--- src/rtl/pill_sim_pkg.sv ---
// Shared types and constants for the pill feeder plant model.
// Holds the dispense/conveyor state encodings and the common timer width.
package pill_sim_pkg;

    localparam int MS_PER_S = 1000;
    localparam int TMR_W    = 11;

    typedef enum logic [1:0] {
        D_IDLE = 2'd0,
        D_HIGH = 2'd1,
        D_LOW  = 2'd2
    } d_state_e;

    typedef enum logic [1:0] {
        C_IN_PLACE = 2'd0,
        C_MOVING   = 2'd1,
        C_STALLED  = 2'd2
    } c_state_e;

endpackage

--- src/rtl/ms_down_timer.sv ---
// Millisecond down-counter used for the hopper pulse and the conveyor travel.
// Load wins over hold; the count parks at zero once it gets there.
module ms_down_timer
    import pill_sim_pkg::*;
(
    input  logic             clk,
    input  logic             rst,
    input  logic             load,
    input  logic [TMR_W-1:0] load_val,
    input  logic             hold,
    output logic [TMR_W-1:0] count,
    output logic             zero
);

    logic [TMR_W-1:0] count_q;
    logic [TMR_W-1:0] count_d;

    always_comb begin
        count_d = count_q;
        if (load) begin
            count_d = load_val;
        end else if (!hold && (count_q != '0)) begin
            count_d = count_q - TMR_W'(1);
        end
    end

    always_ff @(posedge clk or posedge rst) begin
        if (rst) begin
            count_q <= '0;
        end else begin
            count_q <= count_d;
        end
    end

    assign count = count_q;
    assign zero  = (count_q == '0);

endmodule

--- src/rtl/pill_feeder_sim.sv ---
// Plant model for the bottling controller: hopper pill pulses, conveyor travel/stall, stock and spills.
// Optional macro FEEDER_JAM_INJECT_EN adds a jam_inject input that freezes the hopper high phase.
module pill_feeder_sim
    import pill_sim_pkg::*;
#(
    parameter int PILL_PERIOD_MS = 1000,
    parameter int PULSE_HI_MS    = 500,
    parameter int MOVE_MS        = 1500,
    parameter int STOCK_MAX      = 999,
    parameter int STOCK_W        = 10
) (
    input  logic               clk_1khz,
    input  logic               switch_clr,
    input  logic               feed_en,
    input  logic               bottle_switch_req,
    input  logic               refill,
    input  logic               simu_hopper_stop,
    input  logic               simu_hopper_add,
    input  logic               simu_conveyor_stop,
`ifdef FEEDER_JAM_INJECT_EN
    input  logic               jam_inject,
`endif
    output logic               hopper_level,
    output logic               conveyor_signal,
    output logic               bottle_in_place,
    output logic [STOCK_W-1:0] stock,
    output logic               stock_empty,
    output logic [7:0]         spill_cnt
);

    // The low load is one short because the D_IDLE decision cycle completes the pill period.
    localparam int LO_MS = PILL_PERIOD_MS - PULSE_HI_MS - 1;
    localparam logic [TMR_W-1:0] HI_LOAD   = TMR_W'(PULSE_HI_MS);
    localparam logic [TMR_W-1:0] LO_LOAD   = TMR_W'(LO_MS);
    localparam logic [TMR_W-1:0] MOVE_LOAD = TMR_W'(MOVE_MS);
    localparam logic [STOCK_W-1:0] STOCK_FULL = STOCK_W'(STOCK_MAX);

    if (PULSE_HI_MS < 1 || LO_MS < 1 || MOVE_MS < 1) begin : g_bad_zero_load
        $error("pill_feeder_sim: a timer load would be zero");
    end
    if (PULSE_HI_MS > 2 * MS_PER_S || LO_MS > 2 * MS_PER_S || MOVE_MS > 2 * MS_PER_S) begin : g_bad_long_load
        $error("pill_feeder_sim: timer loads are limited to two seconds");
    end
    if ((64'd1 << STOCK_W) <= 64'(STOCK_MAX)) begin : g_bad_stock_w
        $error("pill_feeder_sim: STOCK_W too narrow for STOCK_MAX");
    end

    logic add_meta_q,  add_meta_d;
    logic add_s_q,     add_s_d;
    logic add_prev_q,  add_prev_d;
    logic stop_meta_q, stop_meta_d;
    logic stop_s_q,    stop_s_d;
    logic add_edge;

    d_state_e            d_state_q, d_state_d;
    c_state_e            c_state_q, c_state_d;
    logic [STOCK_W-1:0]  stock_q,   stock_d;
    logic [7:0]          spill_q,   spill_d;

    logic                pulse_load;
    logic [TMR_W-1:0]    pulse_load_val;
    logic                pulse_hold;
    logic [TMR_W-1:0]    pulse_cnt;
    logic                pulse_zero;
    logic                pulse_last;
    logic                drop_start;

    logic                move_load;
    logic                move_hold;
    logic [TMR_W-1:0]    move_cnt;
    logic                move_zero;
    logic                move_last;

    always_comb begin
        add_meta_d  = simu_hopper_add;
        add_s_d     = add_meta_q;
        add_prev_d  = add_s_q;
        stop_meta_d = simu_conveyor_stop;
        stop_s_d    = stop_meta_q;
    end

    assign add_edge = add_s_q & ~add_prev_q;

`ifdef FEEDER_JAM_INJECT_EN
    assign pulse_hold = (d_state_q == D_HIGH) & jam_inject;
`else
    assign pulse_hold = 1'b0;
`endif
    assign move_hold  = stop_s_q;

    // A timer found already at zero also counts as expired so a state can never hang on it.
    assign pulse_last = ~pulse_hold & ((pulse_cnt == TMR_W'(1)) | pulse_zero);
    assign move_last  = ~move_hold  & ((move_cnt  == TMR_W'(1)) | move_zero);

    always_comb begin
        d_state_d      = d_state_q;
        pulse_load     = 1'b0;
        pulse_load_val = HI_LOAD;
        drop_start     = 1'b0;
        case (d_state_q)
            D_IDLE: begin
                if (add_edge || (feed_en && !simu_hopper_stop && !stock_empty)) begin
                    d_state_d  = D_HIGH;
                    pulse_load = 1'b1;
                    drop_start = 1'b1;
                end
            end
            D_HIGH: begin
                if (pulse_last) begin
                    d_state_d      = D_LOW;
                    pulse_load     = 1'b1;
                    pulse_load_val = LO_LOAD;
                end
            end
            D_LOW: begin
                if (pulse_last) begin
                    d_state_d = D_IDLE;
                end
            end
            default: d_state_d = D_IDLE;
        endcase
    end

    // Refill overrides a drop on the same cycle; a drop with no stock never wraps.
    always_comb begin
        stock_d = stock_q;
        spill_d = spill_q;
        if (drop_start && (stock_q != '0)) begin
            stock_d = stock_q - STOCK_W'(1);
        end
        if (refill) begin
            stock_d = STOCK_FULL;
        end
        if (drop_start && !bottle_in_place && (spill_q != 8'hFF)) begin
            spill_d = spill_q + 8'd1;
        end
    end

    always_comb begin
        c_state_d = c_state_q;
        move_load = 1'b0;
        case (c_state_q)
            C_IN_PLACE: begin
                if (bottle_switch_req) begin
                    c_state_d = C_MOVING;
                    move_load = 1'b1;
                end
            end
            C_MOVING: begin
                if (stop_s_q) begin
                    c_state_d = C_STALLED;
                end else if (move_last) begin
                    c_state_d = C_IN_PLACE;
                end
            end
            C_STALLED: begin
                if (!stop_s_q) begin
                    c_state_d = C_MOVING;
                end
            end
            default: c_state_d = C_IN_PLACE;
        endcase
    end

    always_ff @(posedge clk_1khz or posedge switch_clr) begin
        if (switch_clr) begin
            add_meta_q  <= 1'b0;
            add_s_q     <= 1'b0;
            add_prev_q  <= 1'b0;
            stop_meta_q <= 1'b0;
            stop_s_q    <= 1'b0;
            d_state_q   <= D_IDLE;
            c_state_q   <= C_IN_PLACE;
            stock_q     <= STOCK_FULL;
            spill_q     <= 8'd0;
        end else begin
            add_meta_q  <= add_meta_d;
            add_s_q     <= add_s_d;
            add_prev_q  <= add_prev_d;
            stop_meta_q <= stop_meta_d;
            stop_s_q    <= stop_s_d;
            d_state_q   <= d_state_d;
            c_state_q   <= c_state_d;
            stock_q     <= stock_d;
            spill_q     <= spill_d;
        end
    end

    ms_down_timer u_pulse_tmr (
        .clk      (clk_1khz),
        .rst      (switch_clr),
        .load     (pulse_load),
        .load_val (pulse_load_val),
        .hold     (pulse_hold),
        .count    (pulse_cnt),
        .zero     (pulse_zero)
    );

    ms_down_timer u_move_tmr (
        .clk      (clk_1khz),
        .rst      (switch_clr),
        .load     (move_load),
        .load_val (MOVE_LOAD),
        .hold     (move_hold),
        .count    (move_cnt),
        .zero     (move_zero)
    );

    assign hopper_level    = (d_state_q == D_HIGH);
    assign bottle_in_place = (c_state_q == C_IN_PLACE);
    assign conveyor_signal = ~stop_s_q & (c_state_q != C_STALLED);
    assign stock           = stock_q;
    assign stock_empty     = (stock_q == '0);
    assign spill_cnt       = spill_q;

endmodule
--- config.mk ---
export PLATFORM = sky130hd
export DESIGN_NAME = pill_feeder_sim
export DESIGN_NICKNAME = d
export VERILOG_FILES = /design/src/rtl/pill_sim_pkg.sv /design/src/rtl/ms_down_timer.sv /design/src/rtl/pill_feeder_sim.sv
export SDC_FILE = /design/constraint.sdc
export NUM_CORES = 1
export LEC_CHECK = 0
export CORE_MARGIN = 4
export CORE_UTILIZATION = 50
export CTS_BUF_LIST = sky130_fd_sc_hd__clkbuf_8 sky130_fd_sc_hd__clkbuf_16
export DETAILED_ROUTE_END_ITERATION = 8
export GPL_ROUTABILITY_DRIVEN = 0
export PLACE_DENSITY = 0.79
export SETUP_SLACK_MARGIN = 0.15
export SYNTH_ARGS = -nofsm -noshare
export SYNTH_HDL_FRONTEND = slang
export SYNTH_SLANG_ARGS = --single-unit
--- constraint.sdc ---
create_clock -name clk_1khz -period 1.75 [get_ports clk_1khz]
set_input_delay 0.525 -clock clk_1khz [delete_from_list [all_inputs] [get_ports clk_1khz]]
set_output_delay 0.525 -clock clk_1khz [all_outputs]
set_load 0.05 [all_outputs]
======== Yosys cells after proc, flatten, opt, wreduce, memory -nomap -nowiden ========
Index checks and enable logic that the tools add are counted.
word-level totals
  logic and storage cells ................. 83
  flip-flop bits (word level) ............. 49
  input bits .............................. 8
  output and inout bits ................... 22
operators by class
  multiplexer cells ....................... 23
  equal/unequal tests ..................... 14
  bitwise operators ....................... 7
  add/sub/neg operators ................... 4
  reduce and logical (&&, ||, !) cells .... 24
operators by type and width
  kind                                                   number
  2-to-1 mux 11 bit                                      4
  equality test 11 x 1 -> 1 bit (second input constant)  2
  zero test 11 bit                                       2
  nonzero test 11 bit                                    2
  subtractor 11 x 1 -> 11 bit (second input constant)    2
  2-to-1 mux 10 bit                                      2
  2-to-1 mux 2 bit                                       7
  one-hot mux 2 bit (3 select lines)                     2
  zero test 10 bit                                       1
  != test 2 bit (second input constant)                  5
  nonzero test 10 bit                                    1
  subtractor 10 x 1 -> 10 bit (second input constant)    1
  adder 8 x 1 -> 8 bit (second input constant)           1
  != test 8 bit (second input constant)                  1
  logical AND 1 bit                                      6
  2-to-1 mux 3 bit                                       2
  AND reduction 3 bit                                    2
  nonzero test 2 bit                                     3
  2-to-1 mux 1 bit                                       5
  equality test 2 x 1 -> 1 bit (second input constant)   2
  equality test 2 bit (second input constant)            2
  zero test 1 bit                                        4
  zero test 2 bit                                        2
  bitwise AND 1 bit                                      3
  6 further kinds                                        8

======== Depth between registers and ports, before layout ========
  word-level depth ........................ 9
  gate-level depth with buffers ........... 7
  gate-level depth less buffers ........... 7

======== Modules after synthesis ========
A second synthesis with hierarchy kept.
second synthesis, totals
  cells, all modules ...................... 304
  area, all modules ....................... 2890.3 um^2
by module, submodules not included
  module           sequential area each (um^2)  cells an instance  times used  area an instance (um^2)
  pill_feeder_sim  685.7                        140                1           1466.4
  ms_down_timer    275.3                        82                 2           711.9

======== Least setup slack after synthesis ========
OpenSTA, ideal clock, no wires.
  path kind ............................... flip-flop to output port
  start ................................... reg stock_q[0], in the netlist stock[0]
  end ..................................... out stock_empty
  slack ................................... -531 ps
  buffers on the path ..................... 0
  data required time ...................... 1225 ps
  data arrival time ....................... 1756 ps
  stages on the path, launching flop included .. 6
  cell sequence ........................... dfstp_2 > inv_1 > ha_1 > nor3b_1 > nand3_1 > inv_1
on the way
  cells in the longest elaborated chain, start to end .. 1
ends and longest elaborated chain
  item                      line                    source
  start: declaration        pill_feeder_sim.sv:57   logic [STOCK_W-1:0] stock_q, stock_d;
  start signal: assignment  pill_feeder_sim.sv:184  stock_q <= stock_d;
  zero test 10 bit          pill_feeder_sim.sv:213  assign stock_empty = (stock_q == '0);
  end: declaration          pill_feeder_sim.sv:27   output logic stock_empty,
No other way between the ends.

======== Final worst setup path ========
  start ................................... reg stock_q[6], in the netlist stock[6]
  end ..................................... reg stock_q[2], in the netlist stock[2]
on the way
  cells in the longest elaborated chain, start to end .. 8
  elaborated cells on any way between the ends .. 9
  classes of those cells .................. mux (2); reduce/logical (7)
ends and longest elaborated chain
  item                                     line                    source
  zero test 10 bit                         pill_feeder_sim.sv:213
  zero test 1 bit                          pill_feeder_sim.sv:102  if (add_edge || (feed_en && !simu_hopper_stop && !stock_empty)) begin
  logical AND 1 bit                        pill_feeder_sim.sv:102
  logical OR 1 bit                         pill_feeder_sim.sv:102
  2-to-1 mux 1 bit                         pill_feeder_sim.sv:102
  2-to-1 mux 1 bit                         pill_feeder_sim.sv:100  case (d_state_q)
  logical AND 1 bit (*)                    pill_feeder_sim.sv:128  if (drop_start && (stock_q != '0)) begin
  nonzero test 2 bit (no source line) (*)  --
Every way passes the cells marked *; elsewhere a longest branch is shown, timed or not.
A chain may end at the register's enable or synchronous reset.

==> results.toml <==
[outcome]
run_status = "finished with violations"
failed_checks = "setup timing"

[placement]
preCtsSetupSlack_ns = -0.505
hpwl_um = 4560
numPortBuffers = 29

[yosys]
synthTopCellsByCount = "dfrtp_1 (41), nor2_1 (27), nand2_1 (19)"
synth_warnings = 0
syn_nets = 267
synth.distinct_cells = 42
avgSynthCellArea_um2 = 9.96
synth.most_common_cell = "dfrtp_1"
synthesis.area_um2 = 2500
synth.top_cell.area_share_pct = 41.0
synthFlopType = "dfrtp_1"
async_flop_share_pct = 100
yosysSeqAreaShare_pct = 49.4
synth_seq_cells = 49
synth_top_cell_by_area = "dfrtp_1"
netlist_instances = 251
synth-edff-count = 0
yosys-top-cells-area = "dfrtp_1 (41%), dfstp_2 (8.4%), xor2_1 (4.6%)"

[setup_path]
reg2reg_slack_ns = -0.47
cp_cell_sequence = "nor4_4, buf_4, nand3_4, buf_4, buf_6, buf_6, nand3_1, xor2_1, nand2b_1"
cp.required_ns = 1.98
worstSetupEndpointType = "flop"
cp.depth = 9
cp_max_fo = 6
path_delay_family = "simple AND/OR/NAND/NOR gates"
start_kind = "flop"
timing.rr.end = "stock[2]$_DFFE_PP1P_"
r2r_cells = 9
critPathCapture = "stock[2]$_DFFE_PP1P_"
slowest_delay_ns = 0.40
startpoint = "stock[6]$_DFFE_PP1P_"
path_class = "flop to flop"
cp.buffers_inverters = 4
worst_path_max_delay_cell = "dfstp_2"
cp.arrival_ns = 2.45
regToRegStartpoint = "stock[6]$_DFFE_PP1P_"

[clock_network]
cts.clk_slew.worst_paths_ns = 0.10
clk_latency_ns = 0.32
cts-root-buf = "clkbuf_8"
cts_buffer_depth = 2
cts_made_buffers = 5
cts.sinks = 49
cts_tree = "done"
h-tree-depth = 2

[routing]
wl_um = 10700
route.detailed.drc = 0
drtAntennaViolNets = 0
wl_per_cell_um = 24.0
drt_iter0_markers = 310
viasPerCell = 6.12
drt_pass1_iterations = 5
num_vias = 2722

[floorplan]
die-area_um2 = 6200
rows = 25
die_h_um = 78.7
ioPinCount = 30
coreArea_um2 = 4790
die_w_um = 78.7
start_util_pct = 52.3

[finish]
fin_nets = 393
n_fill_cell = 144
layout-drive-gt1-share_pct = 57.1
n_antenna_cell = 0
final_util_pct = 93.1
area_delta_synth_final_pct = 78.1

[timing]
tightest_slew_ns = 0.598
relSlewSlack_pct = 59.8
max_freq_ghz = 0.450
min_period_over_period_pct = 127
setup_ws_ns = -0.470
finalClockSkew_ns = 0.00997
slew_violations = 0
hold_viol_final = 0
setup_viol = 44
rsz0062_at_grt = "yes"
fin_crit_ns = 2.22

[global_routing]
grt_pass1_wl_um = 12700
grt_max_degree = 32
grt_pass1_vias = 2534
grt_usage_pct = 26.7
overflow = 0
grt_antenna_before_repair = 0

[power]
power.density_nw_per_um2 = 667
ir_worst_vdd_v = 0.00100
power_uw = 2970
power_frac_clock_pct = 25.8
p_sw_share_pct = 34.6
switching_power_uw = 1030
p_seq_share_pct = 45.1
intPower_uw = 1940
p_comb_share_pct = 29.0
leakagePower_uw = 0.00196

[flow_run]
drv_cap = 0

[min_path]
hp-class = "flop to flop"
==> power by group through the flow <==
stage | registers, µW | logic (µW) | clock network [µW]
finish | 1340 | 863 | 768
global route | 1350 | 904 | 809
CTS | 1320 | 671 | 749
detailed placement | 1320 | 583 | 0
global placement | 1320 | 556 | 0
floorplan | 1320 | 349 | 0
==> sequential cells by signal (all words and copies together) (netlist names) <==
name and cells:
u_move_tmr.count 11, u_pulse_tmr.count 11, stop_meta_q 1, add_meta_q 1
d_state_q 2, add_prev_q 1, stock 10, spill_cnt 8
move_hold 1, add_prev_d 1, c_state_q 2
==> what timing repair did <==
item | in CTS | in global routing
buffers inserted | 22 | 22
pin swaps | 27 | 35
hold buffers | 0 | 0
setup endpoints to repair | 52 | 56
endpoints found under the hold margin | 0 | 0
resized for setup | 58 | 34
gates cloned | 0 | 0
==> cells in the final DEF (no fill, tap or decap), types with 8 or more instances in the layout <==
cell / n
dfstp_2: 8
buf_6: 21
nor2_1: 17
xor2_1: 11
xnor2_1: 11
buf_4: 69
buf_12: 25
nand2_1: 13
nand3_1: 12
dfrtp_1: 35
==> worst min-delay path by stage <==
| stage | from | endpoint | slack (ns) | cells past startpoint |
|---|---|---|---|---|
| after floorplan | add_meta_q$_DFF_PP0_ | add_prev_d$_DFF_PP0_ | 0.33 | 0 |
| after global placement | add_meta_q$_DFF_PP0_ | add_prev_d$_DFF_PP0_ | 0.33 | 0 |
| after detailed placement | add_meta_q$_DFF_PP0_ | add_prev_d$_DFF_PP0_ | 0.33 | 0 |
| after CTS | add_meta_q$_DFF_PP0_ | add_prev_d$_DFF_PP0_ | 0.35 | 0 |
| after global routing | add_meta_q$_DFF_PP0_ | add_prev_d$_DFF_PP0_ | 0.36 | 0 |
| final | stop_meta_q$_DFF_PP0_ | move_hold$_DFF_PP0_ | 0.36 | 0 |
==> area by class of cell <==
cell class	instances	area [µm²]	share of cell area [%]
Clock buffer	7	96.3	2.16
Clock inverter	1	5.00	0.112
Inverter	12	55.1	1.24
Multi-Input combinational cell	186	1630	36.6
Sequential cell	49	1240	27.9
Tap cell	67	83.8	1.88
Timing Repair Buffer	123	1340	30.0
==> layer usage <==
layer	routed length [µm]	part of all wire, %	vias up	track usage (%)
met1	3730	35	1331	31.4
met5	0	0	-	0
met3	781	7.3	61	3.97
met4	686	6.4	0	12.1
li1	-	-	1139	-
met2	5490	51	191	48.0
==> cell families (layout without fill, tap and decap cells) <==
| kind of cell | count (synthesis) | in the layout | synth area share, % |
|---|---|---|---|
| muxes | 2 | 2 | 0.850 |
| and+or+nand+nor | 122 | 122 | 27.5 |
| buffers and inverters | 16 | 143 | 2.45 |
| DFF | 49 | 49 | 49.4 |
| adders and majority gates | 8 | 8 | 4.00 |
| AOI/OAI and AO/OA | 30 | 30 | 7.40 |
| xor gates and xnor gates | 24 | 24 | 8.40 |
==> per-stage QoR <==
step	cells	TNS (ns)	cell area (µm²)	hold slack, ns
after floorplan	251	-1.28	2690	0.331
after global placement	393	-8.20	3650	0.334
after detailed placement	393	-8.03	3650	0.335
after CTS	423	-2.33	4140	0.350
after global routing	445	-10.43	4460	0.364
final	445	-8.08	4460	0.363
Power figures use the tool's default switching activity.
